==> src/rtl/regfile_preload.sv <==
// rtl/regfile_preload.sv - regfile write-port preloader with processor pass-through
//
// Loads registers FIRST_REG..NUM_REGS-1 from a valid/ready word stream before
// the processor runs, and holds the processor off while it does so. Outside a
// load, processor writes pass straight through to the regfile write port.
//
// Ports:
//   clock, reset            clock and synchronous active-high reset
//   start, abort            begin a load (IDLE only) / cancel a load (LOAD only)
//   in_valid, in_data       stream word for the current register index
//   in_ready                word accepted this cycle when in_valid (LOAD only)
//   proc_we/wreg/wdata      processor writeback request
//   rf_we/wreg/wdata        regfile write port
//   hold_cpu                keep the processor stalled
//   busy                    a load is in progress
//   done                    one-cycle pulse after a completed load
//   conflict                sticky: processor tried to write while held
module regfile_preload #(
  parameter int NUM_REGS   = 32,
  parameter int DATA_WIDTH = 32,
  parameter int FIRST_REG  = 1
) (
  input  logic                  clock,
  input  logic                  reset,
  input  logic                  start,
  input  logic                  abort,
  input  logic                  in_valid,
  input  logic [DATA_WIDTH-1:0] in_data,
  output logic                  in_ready,
  input  logic                  proc_we,
  input  logic [4:0]            proc_wreg,
  input  logic [DATA_WIDTH-1:0] proc_wdata,
  output logic                  rf_we,
  output logic [4:0]            rf_wreg,
  output logic [DATA_WIDTH-1:0] rf_wdata,
  output logic                  hold_cpu,
  output logic                  busy,
  output logic                  done,
  output logic                  conflict
);

  localparam int IDX_W = $clog2(NUM_REGS);
  localparam logic [IDX_W-1:0] IDX_FIRST = IDX_W'(FIRST_REG);
  localparam logic [IDX_W-1:0] IDX_LAST  = IDX_W'(NUM_REGS - 1);
  localparam logic [IDX_W-1:0] IDX_ONE   = IDX_W'(1);

  typedef enum logic [1:0] {
    ST_IDLE,
    ST_LOAD,
    ST_FLUSH
  } state_e;

  state_e                  state_q, state_d;
  logic [IDX_W-1:0]        idx_q, idx_d;
  logic                    load_we_q, load_we_d;
  logic [4:0]              load_wreg_q, load_wreg_d;
  logic [DATA_WIDTH-1:0]   load_wdata_q, load_wdata_d;
  logic                    done_q, done_d;
  logic                    conflict_q, conflict_d;

  always_ff @(posedge clock) begin
    if (reset) begin
      state_q      <= ST_IDLE;
      idx_q        <= IDX_FIRST;
      load_we_q    <= 1'b0;
      load_wreg_q  <= 5'd0;
      load_wdata_q <= '0;
      done_q       <= 1'b0;
      conflict_q   <= 1'b0;
    end else begin
      state_q      <= state_d;
      idx_q        <= idx_d;
      load_we_q    <= load_we_d;
      load_wreg_q  <= load_wreg_d;
      load_wdata_q <= load_wdata_d;
      done_q       <= done_d;
      conflict_q   <= conflict_d;
    end
  end

  always_comb begin
    state_d      = state_q;
    idx_d        = idx_q;
    load_we_d    = load_we_q;
    load_wreg_d  = load_wreg_q;
    load_wdata_d = load_wdata_q;
    done_d       = 1'b0;
    conflict_d   = conflict_q;
    in_ready     = 1'b0;
    hold_cpu     = 1'b0;
    rf_we        = proc_we;
    rf_wreg      = proc_wreg;
    rf_wdata     = proc_wdata;

    case (state_q)
      ST_IDLE: begin
        // start beats a simultaneous abort simply because abort is not looked at here
        if (start) begin
          state_d    = ST_LOAD;
          idx_d      = IDX_FIRST;
          conflict_d = 1'b0;
        end
      end

      ST_LOAD: begin
        in_ready = 1'b1;
        hold_cpu = 1'b1;
        rf_we    = load_we_q;
        rf_wreg  = load_wreg_q;
        rf_wdata = load_wdata_q;
        if (proc_we) begin
          conflict_d = 1'b1;
        end
        if (abort) begin
          // the word offered alongside abort is dropped, not loaded
          state_d   = ST_IDLE;
          load_we_d = 1'b0;
          idx_d     = IDX_FIRST;
        end else if (in_valid) begin
          load_we_d    = 1'b1;
          load_wreg_d  = 5'(idx_q);
          load_wdata_d = in_data;
          // hold idx on the final beat rather than letting it wrap
          if (idx_q == IDX_LAST) begin
            state_d = ST_FLUSH;
          end else begin
            idx_d = idx_q + IDX_ONE;
          end
        end else begin
          load_we_d = 1'b0;
        end
      end

      ST_FLUSH: begin
        // one extra held cycle so the last accepted word reaches the regfile
        hold_cpu  = 1'b1;
        rf_we     = load_we_q;
        rf_wreg   = load_wreg_q;
        rf_wdata  = load_wdata_q;
        if (proc_we) begin
          conflict_d = 1'b1;
        end
        load_we_d = 1'b0;
        done_d    = 1'b1;
        idx_d     = IDX_FIRST;
        state_d   = ST_IDLE;
      end

      default: begin
        state_d = ST_IDLE;
      end
    endcase
  end

  assign busy     = (state_q != ST_IDLE);
  assign done     = done_q;
  assign conflict = conflict_q;

endmodule

==> config.mk <==
export PLATFORM = sky130hd
export DESIGN_NAME = regfile_preload
export DESIGN_NICKNAME = d
export VERILOG_FILES = /design/src/rtl/regfile_preload.sv
export SDC_FILE = /design/constraint.sdc
export NUM_CORES = 1
export LEC_CHECK = 0
export ABC_AREA = 0
export BUFFER_PORTS_ARGS = -buffer_cell sky130_fd_sc_hd__buf_2
export CORE_MARGIN = 1.5
export CORE_UTILIZATION = 46
export DETAILED_ROUTE_END_ITERATION = 8
export PLACE_DENSITY = 0.8
export REMOVE_ABC_BUFFERS = 1
export SYNTH_ARGS = -nofsm -noshare
export SYNTH_HDL_FRONTEND = slang
export SYNTH_SLANG_ARGS = --single-unit
==> constraint.sdc <==
create_clock -name clock -period 2.5 [get_ports clock]
set_clock_uncertainty 0.15 [all_clocks]
set_input_delay 0.25 -clock clock [delete_from_list [all_inputs] [get_ports clock]]
set_output_delay 0.25 -clock clock [all_outputs]
set_load 0.02 [all_outputs]
==> impl_metrics.py <==
metrics = {
    "cts": {
        "cts_setup_buffers": 0,
        "ctsHoldBuffers": 0,
        "htreeDepth": 2,
        "clk_pin_slew_worst_paths_ps": 80,
        "ctsRootBufferMaster": "clkbuf_8",
        "cts_buffers": 5,
        "cts_buffer_depth": 2,
        "cts.sinks": 47,
        "cts_tree": "built",
        "clk_latency_ps": 290,
        "cts_resized": 0,
    },
    "setup_path": {
        "start_kind": "flip-flop",
        "worst-endpoint-required_ps": 2100,
        "crit_cells": 5,
        "worst_setup_path_end_kind": "primary output",
        "worstPathCellList": "inv_1 -> ha_2 -> buf_4 -> mux2_2 -> buf_2",
        "critPathBufInv": 3,
        "cp_max_fo": 27,
        "cpLargestDelayFamily": "buffers and inverters",
        "slowest_delay_ps": 390,
        "reg2regPathDepth": 7,
        "crit_arrival_ps": 1970,
        "slowest_stage": "mux2_2",
        "rrSetupSlack_ps": 340,
        "critPathKind": "reg2out",
    },
    "grt": {
        "grt_overflow": 0,
        "grt_max_degree": 38,
        "grt_pass1_vias": 1767,
        "antenna_found_initial": 0,
        "grt_pass1_wl_mm": 7.34,
        "grt_usage_pct": 16.7,
    },
    "place": {
        "io_buffers": 117,
        "dp_cells": 441,
        "hpwl_mm": 3.83,
        "gp_congestion": 0.841,
    },
    "yosys": {
        "ys_seq_area_share_pct": 38.9,
        "ys.flop_type": "dfxtp_1",
        "synth_area_leader_cell": "dfxtp_1",
        "ys_ff_latch": 47,
        "syn_area_mm2": 0.00242,
        "netlist_instances": 266,
        "synth_cell_type_count": 33,
        "synth_edf_count": 0,
        "yosys_warnings": 0,
        "synth.area.top_cells": "dfxtp_1 (39%), mux2_2 (18%), nand2_1 (11%), a21oi_1 (6.8%), a21oi_2 (4.0%)",
        "syn_area_per_cell_um2": 9.09,
        "synth_most_common_cell": "nand2_1",
        "synth_top_cell_area_share_pct": 38.9,
        "synthArstFlopShare_pct": 0,
        "yosys-top-cells-count": "nand2_1 (74), dfxtp_1 (47), mux2_2 (38)",
    },
    "power_and_ir_drop": {
        "p_total_mw": 1.81,
        "p_leak_nw": 1.34,
        "ir_drop_mv": 0.264,
        "power.density_mw_per_mm2": 584,
    },
    "layout": {
        "fillerInstances": 486,
        "n_antenna_cell": 0,
        "layoutNonFillerInstCount": 448,
        "fin_nets": 460,
        "area_growth_pct": 27.8,
        "finish.utilization_pct": 60.9,
        "drive_gt1_share_pct": 50.5,
    },
    "route": {
        "via_per_inst": 4.83,
        "routed_wl_mm": 5.23,
        "drt_pass1_iterations": 4,
        "remaining_drc_errors": 0,
        "dr_total_vias": 2163,
        "ant_nets": 0,
        "post_drt_wl_per_cell_um": 11.7,
        "drt_iter0_markers": 77,
    },
    "timing": {
        "worstMarginPinSlew_ps": 642,
        "fmax_mhz": 423,
        "rsz0062_at_grt": "false",
        "final-hold-violation-count": 0,
        "drv_slew": 0,
        "hold-worst-slack_ps": 32.4,
        "setup_viol": 0,
        "fin_setup_tns_ps": 0,
        "period_needed_ps": 2370,
        "slew_headroom_pct": 57.2,
        "post-route-period-util_pct": 94.7,
    },
    "floorplanning": {
        "die_h_um": 75.5,
        "io_pins": 118,
        "start_util_pct": 47.6,
        "coreArea_mm2": 0.00507,
        "dieArea_mm2": 0.00570,
        "core.rowCount": 26,
        "fp.dieW_um": 75.5,
    },
    "job": {
        "cap_violations": 0,
    },
    "hold_path": {
        "hold_path.class": "in2reg",
        "hold_depth": 3,
    },
    "outcome": {
        "outcome": "completed",
    },
}
-- worst register-to-register path: stages (launching register included) --
cell	delay (ps)
dfxtp_1	360
ha_1	250
and3_1	190
ha_1	210
nand2b_2	220
a211oi_4	320
a21oi_1	110
a22o_1	250
-- per-stage QoR --
step / worst slack, ps / instance area [um^2]
final: 134 / 3090
after floorplan: 19.9 / 2270
after global placement: 434 / 2990
after CTS: 118 / 3090
after global routing: 43.0 / 3090
after detailed placement: 361 / 2990
-- cells by family after synthesis --
group | after synthesis | share of synthesized area, %
muxes | 40 | 18.5
adders and majority gates | 7 | 3.62
DFF | 47 | 38.9
buffers and inverters | 20 | 6.37
AOI/OAI and AO/OA | 50 | 13.4
and+or+nand+nor | 102 | 19.2
-- worst paths after layout --
path	from	end
worst min-delay path	in_data[2]	load_wdata_q[2]$_SDFFE_PP0P_
worst min register to register	load_wdata_q[16]$_SDFFE_PP0P_	load_wdata_q[16]$_SDFFE_PP0P_
worst max-delay path	state_q[0]$_SDFFE_PP0P_	rf_wdata[20]
worst max register to register	idx_q[0]$_SDFFE_PP1P_	idx_q[3]$_SDFFE_PP0P_
-- final cells by class --
cell class              instances  area [um^2]  area share [%]
clock buffers                   6         72.6            2.35
clock inverters                 1         30.0           0.972
repair buffers                122          623            20.2
multi-input cells             199         1330            42.9
well taps                      70         87.6            2.83
flip-flops and latches         47          941            30.4
inverters                       3         11.3           0.364
-- where the power goes --
group	switching (mW)	internal [mW]	total, mW	leakage [nW]
Combinational	0.271	0.222	0.493	0.913
Sequential	0.0134	0.771	0.785	0.380
Clock	0.234	0.293	0.528	0.0513
Total	0.519	1.29	1.81	1.34
-- state kept, by name (all words and copies together), names as in the netlist --
signal and count:
load_wdata_q 32, idx_q 5, load_wreg_q 5, state_q 2, conflict 1, done 1, load_we_q 1
-- metal layers --
metal	global-route usage (%)	part of all wire, %	wire [um]	up-vias
met5	0	0	0	-
met2	31.7	51	2690	65
met4	4.17	0.84	44	0
met3	4.10	5.5	287	6
met1	18.6	42	2200	977
li1	-	-	-	1115
-- cell usage in the layout (no fill, tap or decap), types with 2 or more instances in the layout --
cell,count
nor3_1,2
ha_1,6
mux2_2,38
a21oi_2,11
buf_4,5
nand3_1,4
a21oi_1,33
nand2_1,74
buf_2,117
nor2_1,4
clkbuf_8,5
dfxtp_1,47
inv_1,3
nor2b_1,2
mux2i_1,2
nand2_2,6
(Power assumes the default switching activity.)
